==> config.mk <==
export PLATFORM = sky130hd
export DESIGN_NAME = rr_requester
export DESIGN_NICKNAME = d
export VERILOG_FILES = /design/src/rtl/rr_requester.sv
export SDC_FILE = /design/constraint.sdc
export NUM_CORES = 1
export LEC_CHECK = 0
export BUFFER_PORTS_ARGS = -buffer_cell sky130_fd_sc_hd__buf_2
export CORE_ASPECT_RATIO = 0.9
export CORE_MARGIN = 3
export CORE_UTILIZATION = 50
export CTS_CLUSTER_DIAMETER = 60
export DETAILED_ROUTE_END_ITERATION = 8
export PLACE_DENSITY = 0.79
export SLEW_MARGIN = 20
export SYNTH_ARGS = -nofsm -noshare
export SYNTH_HDL_FRONTEND = slang
export SYNTH_SLANG_ARGS = --single-unit
==> constraint.sdc <==
create_clock -name in_clk -period 2.7 [get_ports in_clk]
set_input_delay 0.27 -clock in_clk [delete_from_list [all_inputs] [get_ports in_clk]]
set_output_delay 0.27 -clock in_clk [all_outputs]
set_load 0.01 [all_outputs]
==> src/rtl/rr_requester.sv <==
// rr_requester: client end of a round-robin arbiter handshake.
// Jobs are queued in a circular FIFO; while work is pending the block
// raises out_request, sends at most QUANTUM words per grant, then drops
// request for one cycle so the arbiter can rotate to another client.
// Optional feature macro: RR_REQ_OVERFLOW_FLAG_EN adds a sticky
// out_overflow flag that records any push discarded on a full FIFO.
module rr_requester #(
  parameter int unsigned DATA_W  = 8,
  parameter int unsigned DEPTH   = 4,
  parameter int unsigned QUANTUM = 4
) (
  input  logic                     in_clk,
  input  logic                     in_reset,
  input  logic                     in_push,
  input  logic [DATA_W-1:0]        in_data,
  output logic                     out_full,
  output logic [$clog2(DEPTH):0]   out_count,
  output logic                     out_request,
  input  logic                     in_grant,
  output logic                     out_valid,
  output logic [DATA_W-1:0]        out_data
`ifdef RR_REQ_OVERFLOW_FLAG_EN
  ,
  output logic                     out_overflow
`endif
);

  localparam int unsigned PTR_W = $clog2(DEPTH);
  localparam int unsigned CNT_W = PTR_W + 1;
  localparam int unsigned QNT_W = $clog2(QUANTUM + 1);

  typedef enum logic [1:0] {
    S_IDLE  = 2'd0,
    S_REQ   = 2'd1,
    S_XFER  = 2'd2,
    S_YIELD = 2'd3
  } state_e;

  state_e             state_q, state_d;
  logic [PTR_W-1:0]   rd_ptr_q, rd_ptr_d;
  logic [PTR_W-1:0]   wr_ptr_q, wr_ptr_d;
  logic [CNT_W-1:0]   count_d;
  logic [QNT_W-1:0]   qcnt_q, qcnt_d;
  logic               full_d;
  logic               request_d;
  logic               valid_d;
  logic [DATA_W-1:0]  data_d;
  logic               push_ok;
  logic               pop;
  logic [DATA_W-1:0]  mem [DEPTH];

  // Next-state, FIFO pointer and registered-output computation
  always_comb begin
    state_d  = state_q;
    rd_ptr_d = rd_ptr_q;
    wr_ptr_d = wr_ptr_q;
    qcnt_d   = qcnt_q;
    valid_d  = 1'b0;
    data_d   = out_data;
    pop      = 1'b0;
    // A push against a full FIFO is dropped even if a pop happens at the same edge
    push_ok  = in_push && !out_full;

    case (state_q)
      S_IDLE: begin
        if (out_count != '0) state_d = S_REQ;
      end
      S_REQ: begin
        if (in_grant) begin
          state_d = S_XFER;
          qcnt_d  = '0;
        end
      end
      S_XFER: begin
        if (!in_grant) begin
          // Preempted: keep requesting, no pop this edge
          state_d = S_REQ;
        end else if (out_count == '0) begin
          state_d = S_YIELD;
        end else begin
          pop    = 1'b1;
          qcnt_d = qcnt_q + 1'b1;
          if ((qcnt_d == QNT_W'(QUANTUM)) ||
              ((out_count == CNT_W'(1)) && !push_ok)) begin
            state_d = S_YIELD;
          end
        end
      end
      S_YIELD: begin
        state_d = (out_count != '0) ? S_REQ : S_IDLE;
      end
      default: state_d = S_IDLE;
    endcase

    if (push_ok) wr_ptr_d = PTR_W'(wr_ptr_q + 1'b1);
    if (pop) begin
      rd_ptr_d = PTR_W'(rd_ptr_q + 1'b1);
      valid_d  = 1'b1;
      data_d   = mem[rd_ptr_q];
    end

    count_d   = out_count + CNT_W'(push_ok) - CNT_W'(pop);
    full_d    = (count_d == CNT_W'(DEPTH));
    request_d = (state_d == S_REQ) || (state_d == S_XFER);
  end

  // State, pointers and output registers
  always_ff @(posedge in_clk or negedge in_reset) begin
    if (!in_reset) begin
      state_q     <= S_IDLE;
      rd_ptr_q    <= '0;
      wr_ptr_q    <= '0;
      qcnt_q      <= '0;
      out_count   <= '0;
      out_full    <= 1'b0;
      out_request <= 1'b0;
      out_valid   <= 1'b0;
      out_data    <= '0;
    end else begin
      state_q     <= state_d;
      rd_ptr_q    <= rd_ptr_d;
      wr_ptr_q    <= wr_ptr_d;
      qcnt_q      <= qcnt_d;
      out_count   <= count_d;
      out_full    <= full_d;
      out_request <= request_d;
      out_valid   <= valid_d;
      out_data    <= data_d;
    end
  end

  // FIFO storage; contents are don't-care until written
  always_ff @(posedge in_clk) begin
    if (push_ok) mem[wr_ptr_q] <= in_data;
  end

`ifdef RR_REQ_OVERFLOW_FLAG_EN
  // Sticky record of any push discarded on a full FIFO
  always_ff @(posedge in_clk or negedge in_reset) begin
    if (!in_reset) begin
      out_overflow <= 1'b0;
    end else if (in_push && out_full) begin
      out_overflow <= 1'b1;
    end
  end
`endif

endmodule

**Word-level counts from Yosys, hierarchy flattened**

Memories as Yosys holds them, arrays and structs flattened. A register that Yosys moved wholly into a read port is not among the register bits.
Index checks and enable logic that the tools add are counted.

- Reductions and logical operators: 12
- Eq/ne operators: 11
- Add/subtract/negate cells: 5
- Multiplexer cells: 17

Operators by type and width:

| kind | count |
|---|---|
| 2-bit 2-to-1 mux | 5 |
| 3-bit 2-to-1 mux | 3 |
| 2-bit case mux with 4 select lines | 1 |
| 1-bit 2-to-1 mux | 7 |
| 2-bit == test, second input constant | 3 |
| 3-bit == test, second input constant | 2 |
| 2-bit inequality test, second input constant | 3 |
| 3-bit case mux with 2 select lines | 1 |
| 2-bit by 1-bit adder with 2-bit output, second input constant | 2 |
| 2-bit by 1-bit == test with 1-bit output, second input constant | 2 |
| 4-bit AND reduction | 1 |
| 3-bit by 1-bit adder with 3-bit output | 1 |
| 3-bit by 1-bit adder with 3-bit output, second input constant | 1 |
| 3-bit by 1-bit == test with 1-bit output, second input constant | 1 |
| 1-bit logical NOT | 3 |
| 3-bit logical NOT | 1 |
| 3-bit nonzero test | 1 |
| 3-bit by 1-bit subtractor with 3-bit output | 1 |
| 1-bit logical AND | 2 |
| 2-bit logical NOT | 1 |
| 1-bit logical OR | 2 |
| 2-bit nonzero test | 1 |

- Flip-flop bits (word level): 15
- Memories kept: 1
- Logic and storage cells: 54
- Bits of input ports: 12
- Memory bits (writable): 32

Memories:

| name | depth | width | rd ports | clocked after Yosys merged registers in | write ports | RTL line | source |
|---|---|---|---|---|---|---|---|
| mem | 4 | 8 | 1 | 1 | 1 | 50 | `logic [DATA_W-1:0] mem [DEPTH];` |

**Longest topological paths before layout**

- Depth in word-level cells: 11
- Depth in mapped cells: 10
- Gate-level depth less buffers: 9

**Worst setup path after synthesis**

OpenSTA, ideal clock, no wires.

- Kind: reg-to-reg
- From: register out_count[2]
- To: register out_full
- Setup slack: 0.253 ns
- Stages on the path, launching flop included: 10
- Setup time: 0.088 ns
- Arrival time: 2.359 ns
- Cell sequence: dfrtp_1 -> o311ai_4 -> nor2_8 -> ha_1 -> inv_1 -> ha_1 -> fa_1 -> xor2_1 -> xnor2_1 -> nor3b_1

- Longest elaborated chain between the ends: 6
- Elaborated cells on any way between the ends: 7
- Those cells by class: 2 x add/sub; 1 x eq/ne; 3 x mux; 1 x reduce/logical

Ends and longest elaborated chain:

| what | RTL line | source |
|---|---|---|
| from (decl) | 17 | `output logic [$clog2(DEPTH):0] out_count,` |
| from (signal assigned) | 124 | `out_count <= count_d;` |
| 3-bit logical NOT | 78 | `end else if (out_count == '0) begin` |
| 1-bit 2-to-1 mux | 78 |  |
| 1-bit 2-to-1 mux | 75 | `if (!in_grant) begin` |
| 1-bit 2-to-1 mux | 64 | `case (state_q)` |
| named net pop | 49 | `logic pop;` |
| 3-bit by 1-bit subtractor with 3-bit output | 102 | `count_d = out_count + CNT_W'(push_ok) - CNT_W'(pop);` |
| named net count_d[2] | 42 | `logic [CNT_W-1:0] count_d;` |
| 3-bit == test | 103 | `full_d = (count_d == CNT_W'(DEPTH));` |
| named net full_d | 44 | `logic full_d;` |
| to (signal assigned) | 125 | `out_full <= full_d;` |
| to (decl) | 16 | `output logic out_full,` |

The timed path passes the listed nets, and every way through them passes these cells.
A chain may end at the register's enable or synchronous reset.

**Final worst setup path**

Ends and elaborated chain as after synthesis.

==> flow_summary.ini <==
[run_status]
status = complete, no violations

[sta]
slew_headroom = 0.602
maxSlewViolCount = 0
rsz0062_at_grt = no
post-route-period-util = 0.913
finalHoldViolCount = 0
clock_skew_ns = 0.0135
fin_setup_tns_ns = 0
finalSetupViolCount = 0
maxClockFrequency_mhz = 406
min_period_ns = 2.46
worst_pin_slew_ns = 0.597

[finish]
drive_above_1_share = 0.339
nets = 188
n_antenna_cell = 0
layout_commonest_cell = edfxtp_1
final_core_util = 0.593
fin_cells = 230
stdcell_area_um2 = 2660
syn_to_final_growth_pct = 12.7
final_cell_mix = edfxtp_1 (32), buf_2 (25), dfrtp_1 (23)

[grt]
first_global_vias = 1291
grt_max_degree = 24
grtUsageTotal = 0.156
antenna_found_initial = 0
grt_pass1_wl_um = 6540
overflow = 0

[die]
coreArea_um2 = 4490
die_area_um2 = 5580
ios = 26
fp.dieW_um = 78.4
die_y_um = 71.2
start_util = 0.526
num_rows = 23

[yosys]
syn_area_um2 = 2360
synth_cell_types = 36
synth_nets = 157
syn_area_per_cell_um2 = 17.4
yosysSeqAreaShare = 0.651
synth_seq_cells = 55
ys.warnings.count = 0
synth_cells = 136

[clock_network]
postCtsSetupBuffers = 0
clk_pin_slew_ns = 0.10
clk_latency_ns = 0.31
clockBufferDepth = 2
cts_made_buffers = 5
cts_tree = yes
clkSinkCount = 55
root_buffer = clkbuf_8
htreeDepth = 2

[setup_path]
crit_required_ns = 2.92
endpoint = out_full$_DFF_PN0_
path_buf_inv = 1
r2r-start = out_count[2]$_DFF_PN0_
crit_top_cell = ha_1
worstSetupPathDepth = 9
path_class = reg -> reg
critPathLaunch = out_count[2]$_DFF_PN0_
startpoint_type = register
critPathMaxFanout = 7
cp_data_arrival_time_ns = 2.69
cp-end-kind = register
worst_r2r_path_depth = 9
cpMaxStageDelayCell = dfrtp_1
slowest_delay_ns = 0.49
reg2reg_slack_ns = 0.24
cp_cell_sequence = o311ai_4 > nor2_8 > ha_1 > inv_1 > ha_1 > fa_1 > xor2_1 > xnor2_1 > nor3b_1
path_delay_family = adder cells
r2r-end = out_full$_DFF_PN0_

[power]
power_density_nw_per_um2 = 990
irDropWorstVdd_uv = 552
leakage_nw = 1.07

[drt]
drt-vias-per-instance = 5.32
vias = 1223
drtAntennaViolNets = 0
routed_wl_um = 3850
drc = 0
dr.pass1.iters = 4
wl_per_cell_um = 16.7
drt-initial-drc-count = 124

[place]
place.port_buffers = 25
gp_congestion = 0.877
place_area_um2 = 2560
hpwlAfterDp_um = 2710
dp.cells = 221

[flow_run]
cap_viol_max_count = 0

[min_path]
hp-class = in -> reg
## state kept, by name, summed over array words and instances, names as in the netlist
register     flops
state_q          2
out_full         1
rd_ptr_q         2
out_data         8
out_valid        1
out_request      1
mem             32
wr_ptr_q         2
out_count        3
qcnt_q           3
## repair_timing
item,4_1_cts,5_1_grt
endpoints found under the hold margin,23,0
hold buffers,1,0
resized for setup,0,0
## cells in the mapped netlist
cell / count / area [um^2]
clkbuf_1: 2 / 7.51
nor3b_1: 2 / 15.0
o21ai_0: 2 / 10.0
a21oi_1: 3 / 15.0
o22a_1: 1 / 8.76
nor3_1: 1 / 5.00
o311ai_4: 1 / 26.3
a32o_1: 1 / 10.0
ha_1: 8 / 100
inv_1: 6 / 22.5
o2bb2ai_1: 2 / 17.5
fa_1: 1 / 20.0
a311o_1: 1 / 10.0
nand3b_1: 2 / 15.0
mux2_2: 1 / 11.3
xor2_1: 4 / 35.0
or2_2: 1 / 6.26
nor4_1: 1 / 6.26
mux4_2: 8 / 180
and2_1: 4 / 25.0
nor2_8: 1 / 20.0
buf_6: 1 / 11.3
a41oi_1: 1 / 8.76
mux2_4: 8 / 120
buf_2: 1 / 5.00
nor4b_1: 2 / 17.5
nand2_1: 2 / 7.51
a31oi_1: 1 / 6.26
a21boi_0: 1 / 7.51
buf_1: 1 / 3.75
or3_2: 1 / 7.51
o21a_1: 1 / 7.51
nor2b_1: 6 / 37.5
xnor2_1: 2 / 17.5
edfxtp_1: 32 / 961
dfrtp_1: 23 / 576
## per-stage QoR
stage | worst slack, ns | hold slack [ns] | power [mW]
floorplan | 0.253 | -0.0256 | 1.95
global placement | 0.328 | 0.283 | 2.16
detailed placement | 0.218 | 0.284 | 2.22
CTS | 0.203 | 0.166 | 2.67
global route | 0.0452 | 0.166 | 2.81
finish | 0.236 | 0.168 | 2.63
## logic make-up after synthesis
logic type,share of synthesized area
flip-flops,0.651
AND/OR/NAND/NOR,0.0689
multiplexers,0.132
AO/OA/AOI/OAI,0.0541
buffers and inverters,0.0212
adder cells (fa/ha/maj),0.0509
XOR/XNOR,0.0223
## area by class of cell
cell class / instances / area, um^2
fill: 350 / 1830
multi-input combinational: 70 / 774
clock inverter: 3 / 22.5
timing repair buffer: 29 / 158
sequential: 55 / 1540
clock buffer: 5 / 68.8
inverter: 6 / 22.5
tap: 62 / 77.6
## metal layers
layer / part of all wire / vias to the layer above / GRT usage
met5: 0 / - / 0
met1: 0.44 / 623 / 0.200
met3: 0.039 / 5 / 0.0445
met4: 0.014 / 0 / 0.0505
li1: - / 575 / -
met2: 0.51 / 20 / 0.260
## worst min-delay path by stage
| stage | slack (ns) | start | cells after the start | end |
|---|---|---|---|---|
| 2_1_floorplan | -0.03 | in_reset | 0 | out_count[0]$_DFF_PN0_ |
| 3_3_place_gp | 0.28 | in_reset | 1 | wr_ptr_q[0]$_DFFE_PN0P_ |
| 3_5_place_dp | 0.28 | in_reset | 1 | out_count[0]$_DFF_PN0_ |
| 4_1_cts | 0.17 | in_data[2] | 1 | mem[3][2]$_DFFE_PP_ |
| 5_1_grt | 0.17 | in_data[4] | 1 | mem[0][4]$_DFFE_PP_ |
| 6_report | 0.17 | in_data[2] | 1 | mem[0][2]$_DFFE_PP_ |
## power by group
group | total (mW) | switching [mW] | internal, mW | leakage, nW
registers | 1.37 | 0.234 | 1.13 | 0.575
logic | 0.814 | 0.362 | 0.452 | 0.443
clock network | 0.452 | 0.266 | 0.186 | 0.0485
total | 2.63 | 0.862 | 1.77 | 1.07
Note: power is estimated with default switching activity, not from simulation.
